**config.mk**
```make
export PLATFORM = sky130hd
export DESIGN_NAME = seg_scan_capture
export DESIGN_NICKNAME = d
export VERILOG_FILES = /design/src/rtl/seg_scan_capture.sv
export SDC_FILE = /design/constraint.sdc
export NUM_CORES = 1
export LEC_CHECK = 0
export ABC_AREA = 1
export BUFFER_PORTS_ARGS = -buffer_cell sky130_fd_sc_hd__buf_2
export CORE_ASPECT_RATIO = 1.2
export CORE_MARGIN = 3
export CORE_UTILIZATION = 36
export CTS_CLUSTER_SIZE = 14
export DETAILED_ROUTE_END_ITERATION = 8
export PLACE_DENSITY_LB_ADDON = 0.05
export SETUP_SLACK_MARGIN = 0.3
export SYNTH_ARGS = -nofsm -noshare
export SYNTH_HDL_FRONTEND = slang
export SYNTH_SLANG_ARGS = --single-unit
```
**constraint.sdc**
```tcl
create_clock -name CLK_in -period 3.95 [get_ports CLK_in]
set_input_delay 0 -clock CLK_in [delete_from_list [all_inputs] [get_ports CLK_in]]
set_output_delay 0 -clock CLK_in [all_outputs]
set_load 0.01 [all_outputs]
```
**src/rtl/seg_scan_capture.sv**
```systemverilog
// seg_scan_capture: receives the multiplexed two-bank 7-segment bus and rebuilds a 4-digit frame
module seg_scan_capture #(
    parameter int SYNC_STAGES    = 2,
    parameter int STABLE_CYCLES  = 4,
    parameter int TIMEOUT_CYCLES = 1024
) (
    input  logic        CLK_in,
    input  logic        RST_in,
    input  logic [13:0] Disp_in,
    input  logic        Disp_on_in,
    input  logic        Frame_ready_in,
    output logic        Frame_valid_out,
    output logic [15:0] Dig_out,
    output logic [3:0]  Blank_out,
    output logic [3:0]  Minus_out,
    output logic [3:0]  Bad_out,
    output logic        Miss_out,
    output logic        Stall_out,
    output logic        Overrun_out
);

    localparam int              TW  = $clog2(TIMEOUT_CYCLES + 1);
    localparam logic [7:0]      STB = 8'(STABLE_CYCLES);
    localparam logic [TW-1:0]   TMO = TW'(TIMEOUT_CYCLES);

    typedef enum logic [2:0] {SYNC, SETTLE0, HOLD0, SETTLE1, HOLD1} state_t;

    // Decoded digit packed as {bad, minus, blank, nibble}; non-hex classes carry nibble 0
    function automatic logic [6:0] dec(input logic [6:0] p);
        case (p)
            7'h7E: dec = 7'h00;
            7'h30: dec = 7'h01;
            7'h6D: dec = 7'h02;
            7'h79: dec = 7'h03;
            7'h33: dec = 7'h04;
            7'h5B: dec = 7'h05;
            7'h5F: dec = 7'h06;
            7'h70: dec = 7'h07;
            7'h7F: dec = 7'h08;
            7'h7B: dec = 7'h09;
            7'h77: dec = 7'h0A;
            7'h1F: dec = 7'h0B;
            7'h4E: dec = 7'h0C;
            7'h3D: dec = 7'h0D;
            7'h4F: dec = 7'h0E;
            7'h47: dec = 7'h0F;
            7'h00: dec = 7'b0010000;
            7'h01: dec = 7'b0100000;
            default: dec = 7'b1000000;
        endcase
    endfunction

    logic [SYNC_STAGES-1:0][14:0] sync_q, sync_d;
    logic [13:0]   prev_d_q, prev_d_d;
    logic          prev_on_q, prev_on_d;
    logic [7:0]    cnt_q, cnt_d;
    logic [TW-1:0] tmo_q, tmo_d;
    state_t        state_q, state_d;
    logic [13:0]   b0_q, b0_d;
    logic          valid_q, valid_d;
    logic [15:0]   dig_q, dig_d;
    logic [3:0]    blank_q, blank_d, minus_q, minus_d, bad_q, bad_d;
    logic          miss_q, miss_d, ovr_q, ovr_d;
    logic [13:0]   seg_s;
    logic          on_s, edge_w, stall, cap, done, hs, load;
    logic [6:0]    dec_hi, dec_lo;

    // Synchronizer shift, bank-select edge detect, stability and timeout counters
    always_comb begin
        sync_d    = {sync_q[SYNC_STAGES-2:0], Disp_on_in, Disp_in};
        seg_s     = sync_q[SYNC_STAGES-1][13:0];
        on_s      = sync_q[SYNC_STAGES-1][14];
        edge_w    = on_s != prev_on_q;
        prev_d_d  = seg_s;
        prev_on_d = on_s;
        cnt_d     = (edge_w || seg_s != prev_d_q) ? 8'd0 : (cnt_q == STB) ? cnt_q : cnt_q + 8'd1;
        tmo_d     = edge_w ? '0 : (tmo_q == TMO) ? tmo_q : tmo_q + TW'(1);
        stall     = tmo_q == TMO;
        dec_hi    = dec(seg_s[13:7]);
        dec_lo    = dec(seg_s[6:0]);
    end

    // Bank sequencing: capture each bank once it has settled, abort on an early edge, drop to SYNC on stall
    always_comb begin
        state_d = state_q;
        miss_d  = 1'b0;
        cap     = 1'b0;
        case (state_q)
            SYNC:    if (edge_w && !on_s) state_d = SETTLE0;
            SETTLE0,
            SETTLE1: begin
                if (edge_w) begin
                    miss_d  = 1'b1;
                    state_d = SYNC;
                end else if (cnt_d == STB) begin
                    cap     = 1'b1;
                    state_d = (state_q == SETTLE0) ? HOLD0 : HOLD1;
                end
            end
            HOLD0:   if (edge_w && on_s) state_d = SETTLE1;
            HOLD1:   if (edge_w && !on_s) state_d = SETTLE0;
            default: state_d = SYNC;
        endcase
        if (stall) begin
            state_d = SYNC;
            cap     = 1'b0;
        end
        done = cap && state_q == SETTLE1;
        b0_d = (cap && state_q == SETTLE0) ? {dec_hi, dec_lo} : b0_q;
    end

    // Frame presentation: load on completion when the slot is free or being handed off, else flag overrun
    always_comb begin
        hs      = valid_q && Frame_ready_in;
        load    = done && (!valid_q || hs);
        valid_d = load || (valid_q && !hs);
        dig_d   = load ? {dec_hi[3:0], dec_lo[3:0], b0_q[10:7], b0_q[3:0]} : dig_q;
        blank_d = load ? {dec_hi[4], dec_lo[4], b0_q[11], b0_q[4]} : blank_q;
        minus_d = load ? {dec_hi[5], dec_lo[5], b0_q[12], b0_q[5]} : minus_q;
        bad_d   = load ? {dec_hi[6], dec_lo[6], b0_q[13], b0_q[6]} : bad_q;
        ovr_d   = ovr_q || (done && valid_q && !Frame_ready_in);
    end

    // State registers with synchronous reset
    always_ff @(posedge CLK_in) begin
        if (RST_in) begin
            sync_q    <= '0;
            prev_d_q  <= '0;
            prev_on_q <= 1'b0;
            cnt_q     <= '0;
            tmo_q     <= '0;
            state_q   <= SYNC;
            b0_q      <= '0;
            valid_q   <= 1'b0;
            dig_q     <= '0;
            blank_q   <= '0;
            minus_q   <= '0;
            bad_q     <= '0;
            miss_q    <= 1'b0;
            ovr_q     <= 1'b0;
        end else begin
            sync_q    <= sync_d;
            prev_d_q  <= prev_d_d;
            prev_on_q <= prev_on_d;
            cnt_q     <= cnt_d;
            tmo_q     <= tmo_d;
            state_q   <= state_d;
            b0_q      <= b0_d;
            valid_q   <= valid_d;
            dig_q     <= dig_d;
            blank_q   <= blank_d;
            minus_q   <= minus_d;
            bad_q     <= bad_d;
            miss_q    <= miss_d;
            ovr_q     <= ovr_d;
        end
    end

    assign Frame_valid_out = valid_q;
    assign Dig_out         = dig_q;
    assign Blank_out       = blank_q;
    assign Minus_out       = minus_q;
    assign Bad_out         = bad_q;
    assign Miss_out        = miss_q;
    assign Stall_out       = stall;
    assign Overrun_out     = ovr_q;

endmodule

```
Word-level counts from Yosys, hierarchy flattened
Index checks and enable logic that the tools add are counted.
{"block": "word_totals", "reg_bits": 112, "in_bits": 18, "out_inout_bits": 32, "wordCells": 105}
{"block": "classes", "add_sub_neg": 2, "n_eq_ne": 46, "muxes": 15, "n_bitwise": 1, "n_reduce_logical": 26}
{"op": "$pmux 7 s18", "n": 2}
{"op": "$eq 7x7->1 const B", "n": 24}
{"op": "$eq 7x6->1 const B", "n": 6}
{"op": "$eq 8x3->1 const B", "n": 2}
{"op": "$mux 8", "n": 2}
{"op": "$mux 3", "n": 5}
{"op": "$eq 7x1->1 const B", "n": 2}
{"op": "$eq 7x5->1 const B", "n": 2}
{"op": "$logic_not 7->1", "n": 2}
{"op": "$ne 14x14->1", "n": 1}
{"op": "$add 11x1->11 const B", "n": 1}
{"op": "$eq 11x11->1 const B", "n": 1}
{"op": "$reduce_or 2->1", "n": 5}
{"op": "$logic_and 1x1->1", "n": 9}
{"op": "$pmux 3 s3", "n": 1}
{"op": "$add 8x1->8 const B", "n": 1}
{"op": "$eq 3x2->1 const B", "n": 2}
{"op": "$mux 1", "n": 5}
{"op": "$logic_not 1->1", "n": 4}
{"op": "$logic_or 1x1->1", "n": 4}
{"op": "$eq 3x1->1 const B", "n": 1}
{"op": "$eq 3x3->1 const B", "n": 1}
{"op": "$logic_not 3->1", "n": 1}
{"op": "$ne 3x3->1 const B", "n": 1}
{"op": "5 further kinds", "n": 5}

Longest topological paths before layout
Gate-level depths: netlist of run 1.
{"block": "logic_depth", "ltp_word": 12, "ltp_mapped": 17, "ltp_nobuf": 16}

Worst setup path before layout of run 1
No wires, ideal clock.
{"block": "synth_path", "kind": "reg-to-reg", "from": "register prev_on_q", "to": "register dig_q[13] (netlist: Dig_out[13])", "setup_ps": 113, "arrival_time_ps": 1890, "required_time_ps": 3837, "setup_slack_ps": 1947, "path_stages_with_launch": 15, "n_path_buf": 1, "period_less_slack_ps": 2003, "path_cell_list": "dfxtp_1 -> inv_1 -> ha_1 -> nand2_1 -> nor2_1 -> nand2_1 -> nor2_2 -> nand3_2 -> nor2_4 -> nand2_2 -> nor2_4 -> nand4_4 -> buf_4 -> nor2_1 -> nor2_1"}
{"block": "synth_via", "elab_chain_len": 10}
{"item": "start, declared", "line": "55", "text": "logic prev_on_q, prev_on_d;"}
{"item": "start signal, assigned", "line": "144", "text": "prev_on_q <= prev_on_d;"}
{"item": "$ne 1x1->1 (*)", "line": "73", "text": "edge_w = on_s != prev_on_q;"}
{"item": "$logic_or 1x1->1", "line": "76", "text": "cnt_d = (edge_w || seg_s != prev_d_q) ? 8'd0 : (cnt_q == STB) ? cnt_q : cnt_q + 8'd1;"}
{"item": "$mux 8", "line": "76"}
{"item": "$eq 8x3->1", "line": "95", "text": "end else if (cnt_d == STB) begin"}
{"item": "$mux 1", "line": "95"}
{"item": "$mux 1 (*)", "line": "92", "text": "if (edge_w) begin"}
{"item": "$mux 1 (*)", "line": "88", "text": "case (state_q)"}
{"item": "$mux 1 (*)", "line": "104", "text": "if (stall) begin"}
{"item": "$logic_and 1x1->1 (*)", "line": "108", "text": "done = cap && state_q == SETTLE1;"}
{"item": "$logic_and 1x1->1 (*)", "line": "115", "text": "load = done && (!valid_q || hs);"}
{"item": "end signal, assigned", "line": "150", "text": "dig_q <= dig_d;"}
{"item": "end, declared", "line": "61", "text": "logic [15:0] dig_q, dig_d;"}
Every way passes the cells marked *; elsewhere a longest branch is shown, timed or not.
A chain may end at the register's enable or synchronous reset.

Final worst setup path of run 1
{"block": "layout_path", "from": "register prev_on_q", "to": "register dig_q[4] (netlist: Dig_out[4])"}
The elaborated chain is that of the path after synthesis.

==> results.cfg, run 1 <==
[outcome]
status = completed

[placed_design]
place_area_sq_um = 5544
dpl.hpwl_um = 7636
globalplace.congestion = 0.9009
port_buffers = 49

[logic_synthesis]
synth_top_area_share_pct = 43.30
yosysMostFrequentCell = nor2_1
synth_edf_count = 0
syn_avg_cell_area_sq_um = 6.589
synth-seq-area-share_pct = 43.30
synth_area_leaders = dfxtp_1 (43%), nor2_1 (13%), nand2_1 (12%), inv_1 (12%), nor3_1 (2.2%)
ys_types = 34
yosys.area.top_type = dfxtp_1
yosys-top-cells-count = nor2_1 (184), nand2_1 (167), inv_1 (161), dfxtp_1 (112), nor3_1 (23)
synth-seq-cells = 112
ys_warn_count = 0
synth_nets = 810
ys_async_sr_fraction_pct = 0
synthesis.area_sq_um = 5179
synthCells = 786
synthFlopType = dfxtp_1

[grt]
grt_pass1_vias = 3942
grt_remaining_overflow = 0
antenna_found_initial = 0
grt_util_all_layers_pct = 14.09
grt_pass1_wl_um = 18060
grt_max_degree = 59

[detailed_routing]
avgViaCountPerCell = 4.379
ant_nets = 0
first_pass_iters = 4
drc = 0
vias = 4480
wire_per_inst_um = 10.64
drt-initial-drc-count = 276
routed_wl_um = 10880

[cts]
cts_buffers = 9
cts.repair.resized = 0
cts_tree = done
cts.htree.levels = 3
clk_pin_slew_ns = 0.07
postCtsHoldBufs = 16
cts_buffer_depth = 2
post-cts-setup-buffers = 0
insertion_delay_ns = 0.35
cts.sinks = 112
root_buffer = clkbuf_16

[cells_and_area]
postLayoutCellArea_sq_um = 5969
drive_above_1_share_pct = 10.68
area_delta_synth_final_pct = 15.27
antenna_cells = 0
nNetsFinal = 871
fillCellCount = 1478
final_util_pct = 42.83

[setup_path]
crit_type = reg -> reg
crit_arrival_ns = 2.85
cp.required_ns = 4.19
critPathCaptureType = flip-flop
start_kind = flip-flop
crit_fanout = 54

[floorplanning]
die_area_sq_um = 15870
fp.dieW_um = 115.5
io_pins = 50
start_util_pct = 37.16
row_count = 47
core-area_sq_um = 13940
dieHeight_um = 137.4

[timing]
min_period_ns = 2.612
timing.final.crit_share_pct = 66.13
worstMarginPinSlew_ns = 0.7515
skew_ns = 0.007941
setup_viol = 0
tns_ns = 0
max_freq_mhz = 382.9
finalMaxSlewViolations = 0
hold_violations = 0
rsz0062_at_grt = false
relSlewSlack_pct = 49.80

[power]
ir_worst_vdd_mv = 0.1808
total_leakage_power_nw = 3.078
powerDensity_nw_per_um2 = 362.2

[job]
max_cap_violations = 0

[worst_hold_path]
hold_path_class = in -> reg
[critical path, cell delays in order (launching register included)]
cell	delay (ns)
dfxtp_1	0.33
inv_1	0.05
ha_1	0.33
nand2_1	0.07
nor2_1	0.09
nand2_1	0.07
nor2_2	0.16
nand3_2	0.13
nor2_4	0.14
nand2_2	0.07
nor2_4	0.11
nand4_4	0.57
nor2_1	0.30
nor2_1	0.07
[final timing paths]
kind	from	end	slack [ns]	cells past startpoint
max	prev_on_q	Dig_out[4]	1.34	13
min	RST_in	tmo_q[10]	0.24	4
max reg2reg	prev_on_q	Dig_out[4]	1.34	13
min reg2reg	sync_d[22]	prev_d_d[7]	0.40	2
[cells in the final DEF (no fill, tap or decap), drive strengths merged, types with 10 or more instances in the layout]
cell / Yosys / layout
a21oi: 13 / 13
buf: 8 / 51
clkbuf: 9 / 10
dfxtp: 112 / 112
dlygate4sd3: 0 / 16
inv: 171 / 171
nand2: 170 / 170
nand3: 19 / 19
nor2: 192 / 192
nor3: 23 / 23
o21ai: 22 / 22
[sequential cells by signal, summed over array words and instances (netlist names)]
name	count
state_q	3
cnt_q	8
tmo_q	11
on_s	1
Blank_out	4
Minus_out	4
Dig_out	16
prev_d_q	14
Frame_valid_out	1
prev_on_q	1
Bad_out	4
sync_d	15
Miss_out	1
Overrun_out	1
prev_d_d	14
b0_q	14
[per-stage QoR]
| step | setup WS (ns) | power [W] | hold WS [ns] | std cells |
|---|---|---|---|---|
| 5_1_grt | 0.9387 | 0.002266 | 0.3001 | 1023 |
| 4_1_cts | 1.251 | 0.002196 | 0.2420 | 1023 |
| 3_3_place_gp | 1.364 | 0.001348 | 0.1980 | 991 |
| 6_report | 1.338 | 0.002162 | 0.2367 | 1023 |
| 2_1_floorplan | 1.947 | 0.001306 | 0.1070 | 786 |
| 3_5_place_dp | 1.272 | 0.001349 | 0.2084 | 991 |
[logic make-up after synthesis]
family | Yosys count | share of synthesized area, %
AND/OR/NAND/NOR | 430 | 35.20
buffers and inverters | 189 | 14.57
flip-flops | 112 | 43.30
AO/OA/AOI/OAI | 44 | 4.639
adder cells (fa/ha/maj) | 6 | 1.450
XOR/XNOR | 5 | 0.8456
[cell type report]
type / instances / area [sq um] / share of cell area [%]
Sequential cell: 112 / 2242 / 37.56
Multi-Input combinational cell: 485 / 2182 / 36.55
Inverter: 172 / 645.6 / 10.82
Timing Repair Buffer: 67 / 420.4 / 7.043
Clock buffer: 10 / 229.0 / 3.836
Tap cell: 171 / 214.0 / 3.584
Clock inverter: 6 / 36.28 / 0.6078
[where the power goes]
group	leakage (nW)	internal, W	switching [W]
registers	0.911	0.00115	0.0000190
logic	2.04	0.0000590	0.000101
clock network	0.132	0.000425	0.000404
[layer usage]
metal	global-route usage [%]	vias to the layer above	routed length (um)
met1	18.69	1916	5422
met2	22.30	94	4800
met4	6.458	0	235
li1	-	2453	-
met5	0	-	0
met3	2.460	17	423
Note: power is estimated with default switching activity, not from simulation.
==> inputs of run 2 (changes only) <==
==> constraint.sdc (replaced) <==
create_clock -name CLK_in -period 2.6 [get_ports CLK_in]
set_input_delay 0 -clock CLK_in [delete_from_list [all_inputs] [get_ports CLK_in]]
set_output_delay 0 -clock CLK_in [all_outputs]
set_load 0.01 [all_outputs]
==> results.cfg, run 2 (synthesized netlist as in run 1, its figures left out) <==
[power]
ir_worst_vdd_mv = 0.2836
powerDensity_nw_per_um2 = 566.7
total_leakage_power_nw = 3.208

[outcome]
status = completed

[placed_design]
placedCellCount = 994
dpl.hpwl_um = 7927
globalplace.congestion = 0.9290
port_buffers = 49

[timing]
rsz0062_at_grt = true
tns_ns = 0
worstMarginPinSlew_ns = 0.5989
setup_viol = 0
whs_ns = 0.2620
max_freq_mhz = 436.0
hold_violations = 0
timing.final.crit_share_pct = 88.21
relSlewSlack_pct = 60.07
skew_ns = 0.007467
finalMaxSlewViolations = 0
min_period_ns = 2.293

[floorplanning]
start_util_pct = 37.16
dieHeight_um = 137.4
row_count = 47
fp.dieW_um = 115.5
die_area_sq_um = 15870
core-area_sq_um = 13940
io_pins = 50

[setup_path]
critPathMaxStageDelay_ns = 0.34
crit_arrival_ns = 2.58
r2r_slack_ns = 0.31
r2r-end = Minus_out[3]
crit_chain = inv_2 -> ha_4 -> nand2_2 -> nor2_1 -> nand2_1 -> nor2_4 -> nand3_2 -> nor2_4 -> nand2_2 -> nor2_4 -> nand4_4 -> buf_12 -> clkbuf_16 -> nand2_1 -> nand2_1 -> nor2_1
rr_startpoint = prev_on_q
crit_slowest_cell = dfxtp_2
cp-startpoint = prev_on_q
worstRegToRegCells = 16
start_kind = flip-flop
critPathCaptureType = flip-flop
crit_fanout = 5
cp.required_ns = 2.88
crit_type = reg -> reg
crit_end = Minus_out[3]

[cts]
cts_buffer_depth = 2
cts_tree = done
cts.sinks = 112
clk_pin_slew_ns = 0.07
root_buffer = clkbuf_16
cts_buffers = 9
cts.htree.levels = 3
insertion_delay_ns = 0.35

[worst_hold_path]
hold_path_class = in -> reg

[grt]
antenna_found_initial = 0
grt_pass1_vias = 4270
grt_util_all_layers_pct = 14.82
grt_max_degree = 59
grt_remaining_overflow = 0
grt_pass1_wl_um = 19150

[cells_and_area]
nNetsFinal = 885
antenna_cells = 0
drive_above_1_share_pct = 15.94
final_cells = 1037
area_delta_synth_final_pct = 23.29
largest_reg_flops = 16
final_common_cell = nor2_1
most-common-layout-cells = nor2_1 (184), inv_1 (157), nand2_1 (157)

[detailed_routing]
first_pass_iters = 5
avgViaCountPerCell = 4.434
drt-initial-drc-count = 266
ant_nets = 0
drc = 0
routed_wl_um = 11460
vias = 4598
wire_per_inst_um = 11.05

[job]
max_cap_violations = 0
run 2: cell count changes in the layout (fill, tap and decap cells not counted), moves of 3 or more:
| cell | before | now |
|---|---|---|
| dfxtp_2 | 0 | 10 |
| nand2_2 | 2 | 9 |
| bufinv_16 | 0 | 3 |
| buf_12 | 0 | 3 |
| inv_2 | 10 | 14 |
| buf_4 | 2 | 8 |
| dfxtp_1 | 112 | 101 |
| inv_1 | 161 | 157 |
| clkinv_2 | 4 | 1 |
| nand2_1 | 167 | 157 |
run 2: final cells by class:
| cell class | count | area (sq um) |
|---|---|---|
| tap | 171 | 214.0 |
| fill | 1432 | 7552 |
| timing repair buffer | 81 | 625.6 |
| clock buffer | 9 | 225.2 |
| sequential | 112 | 2258 |
| clock inverter | 7 | 118.9 |
| inverter | 172 | 645.6 |
| multi-input combinational | 485 | 2297 |
run 2: what timing repair did:
item                                    CTS  global route
pin swaps                                 1            18
resized for setup                         4            42
buffers inserted                          7             1
cloned                                    1             2
endpoints found under the setup margin   21            42
hold endpoints to repair                 16             0
hold buffers                             16             0
run 2: per-layer routing:
layer | vias to the layer above | part of all wire, % | track usage [%] | wire length, um
li1 | 2489 | - | - | -
met1 | 2016 | 48 | 18.78 | 5506
met2 | 78 | 46 | 24.58 | 5316
met3 | 15 | 3.5 | 2.724 | 400
met4 | 0 | 2.0 | 6.393 | 233
met5 | - | 0 | 0 | 0
run 2: worst min path at each step:
stage / slack, ns / end / from / cells past startpoint
floorplan: 0.11 / sync_d[15] / Disp_in[0] / 2
global placement: 0.20 / sync_d[24] / Disp_in[9] / 3
detailed placement: 0.21 / sync_d[18] / Disp_in[3] / 3
CTS: 0.25 / Minus_out[0] / RST_in / 5
global route: 0.29 / sync_d[20] / RST_in / 3
finish: 0.26 / sync_d[19] / RST_in / 3
run 2: worst max-delay path, delay by kind of cell, from the launching register on:
kind | cells | cell delay, ns
buffers and inverters | 3 | 0.40
adder cells (fa/ha/maj) | 1 | 0.28
AND/OR/NAND/NOR | 12 | 1.21
flip-flops | 1 | 0.34
run 2: per-stage QoR:
stage               area [sq um]  setup slack [ns]  total power (W)  utilization (%)
finish                      6385            0.3066         0.003618            45.81
global route                6385            0.1649         0.003773            45.81
CTS                         6211            0.3068         0.003675            44.56
detailed placement          5579            0.2701         0.002052            40.03
global placement            5579            0.3439         0.002049            40.03
floorplan                   5179            0.5974         0.001984                -
run 2: power breakdown:
group	total [W]	internal [W]	switching, W
sequential	0.00178	0.00175	0.0000292
combinational	0.000259	0.0000971	0.000162
clock	0.00158	0.000943	0.000633
total	0.00362	0.00279	0.000824
==> inputs of run 3 (changes only) <==
--- a/config.mk
+++ b/config.mk
@@ -9,7 +9,7 @@
 export BUFFER_PORTS_ARGS = -buffer_cell sky130_fd_sc_hd__buf_2
 export CORE_ASPECT_RATIO = 1.2
 export CORE_MARGIN = 3
-export CORE_UTILIZATION = 36
+export CORE_UTILIZATION = 59
 export CTS_CLUSTER_SIZE = 14
 export DETAILED_ROUTE_END_ITERATION = 8
 export PLACE_DENSITY_LB_ADDON = 0.05
==> results.cfg, run 3 (synthesized netlist as in run 1, its figures left out) <==
[cts]
insertion_delay_ns = 0.37
cts_buffer_depth = 2
clk_pin_slew_ns = 0.10
cts_buffers = 9
cts.sinks = 112
cts.htree.levels = 3
root_buffer = clkbuf_8
cts_tree = done

[timing]
hold_violations = 0
setup_viol = 0
max_freq_mhz = 424.7
skew_ns = 0.01003
min_period_ns = 2.355
worstMarginPinSlew_ns = 0.5741
relSlewSlack_pct = 61.72
timing.final.crit_share_pct = 90.56
finalMaxSlewViolations = 0
fin_ws_ns = 0.2455
tns_ns = 0
rsz0062_at_grt = true

[floorplanning]
start_util_pct = 62.15
dieHeight_um = 108.6
fp.dieW_um = 91.53
core-area_sq_um = 8333
row_count = 36
die_area_sq_um = 9942
io_pins = 50

[detailed_routing]
routed_wl_um = 11960
drc = 0
first_pass_iters = 4
avgViaCountPerCell = 4.948
vias = 4834
ant_nets = 0
drt-initial-drc-count = 254
wire_per_inst_um = 12.24

[cells_and_area]
multi_input_area_sq_um = 2332
area_delta_synth_final_pct = 18.65
postLayoutCellArea_sq_um = 6145
final_common_cell = nor2_1
final_util_pct = 73.74
drive_above_1_share_pct = 17.15
antenna_cells = 0
nNetsFinal = 882
seqCellArea_sq_um = 2271
fillCellCount = 655
largest_reg_flops = 16
most-common-layout-cells = nor2_1 (184), inv_1 (156), nand2_1 (148)

[power]
total_leakage_power_nw = 3.114
powerDensity_nw_per_um2 = 496.1
ir_worst_vdd_mv = 0.3428

[grt]
grt_util_all_layers_pct = 24.05
antenna_found_initial = 0
grt_max_degree = 59
grt_pass1_vias = 4658
grt_pass1_wl_um = 19630
grt_remaining_overflow = 0

[setup_path]
start_kind = flip-flop
crit_fanout = 8
crit_type = reg -> reg
crit_arrival_ns = 2.67
critPathCaptureType = flip-flop
cp.required_ns = 2.91

[job]
max_cap_violations = 0

[outcome]
status = completed

[placed_design]
place_area_sq_um = 5508
dpl.hpwl_um = 7915
port_buffers = 49
globalplace.congestion = 0.9398
place_ws_ns = 0.1568

[worst_hold_path]
hold_path_class = in -> reg
[run 3: cell types whose count changed in the layout (fill, tap and decap cells not counted), sizes merged]
| cell | delta |
|---|---|
| buf | -3 |
| bufinv | -3 |
| clkbuf | +3 |
| clkinv | +1 |
| clkinvlp | -1 |
[run 3: critical path, stage by stage, from the launching register on]
cell and delay [ns]:
dfxtp_2 0.36, inv_2 0.08, ha_4 0.13, nand3_2 0.09
nor2_4 0.13, inv_2 0.06, nand2_1 0.08, o21ai_1 0.08
inv_1 0.11, nand2_2 0.08, nor2_4 0.13, nand2_2 0.08
nor2_4 0.14, nand4_4 0.23, clkbuf_16 0.28, nand2_1 0.08
nand2_1 0.06, nor2_1 0.09
[run 3: path summary, 6_finish.rpt]
kind	from	endpoint	slack [ns]	cells past startpoint
max	cnt_q[0]	Dig_out[10]	0.25	17
min	RST_in	Blank_out[1]	0.21	5
max reg2reg	cnt_q[0]	Dig_out[10]	0.25	17
min reg2reg	sync_d[24]	prev_d_d[9]	0.40	2
[run 3: stage by stage]
step                total power, W  std cells  hold WS (ns)
floorplan                 0.001984        786        0.1070
global placement          0.002039        937        0.2002
detailed placement        0.002046        937        0.2068
CTS                       0.003055        971        0.1935
global route              0.003181        977        0.2480
finish                    0.003049        977        0.2129
[run 3: metal layers]
metal	GRT usage, %	wire length, um	up-vias
li1	-	-	2486
met5	0	0	-
met4	11.53	349	0
met1	27.32	4969	2201
met3	2.899	421	28
met2	44.65	6220	119
[run 3: layout make-up]
type	instances	share of cell area, %
timing repair buffer	78	9.143
sequential	112	36.96
tap	114	2.321
inverter	172	10.51
multi-input combinational	485	37.96
clock inverter	4	0.4276
clock buffer	12	2.688
[run 3: report_power, final]
group	total, W	leakage (nW)	switching, W	internal (W)
clock	0.00101	0.0988	0.000579	0.000428
sequential	0.00178	0.918	0.0000306	0.00175
combinational	0.000259	2.10	0.000163	0.0000960
total	0.00305	3.11	0.000772	0.00228
[run 3: repair_timing]
item / CTS / global route
hold buffers: 16 / 0
gates cloned: 0 / 3
gates resized for setup: 2 / 62
buffers inserted: 2 / 3
hold endpoints to repair: 16 / 0
setup endpoints to repair: 26 / 43
pin swaps: 0 / 30
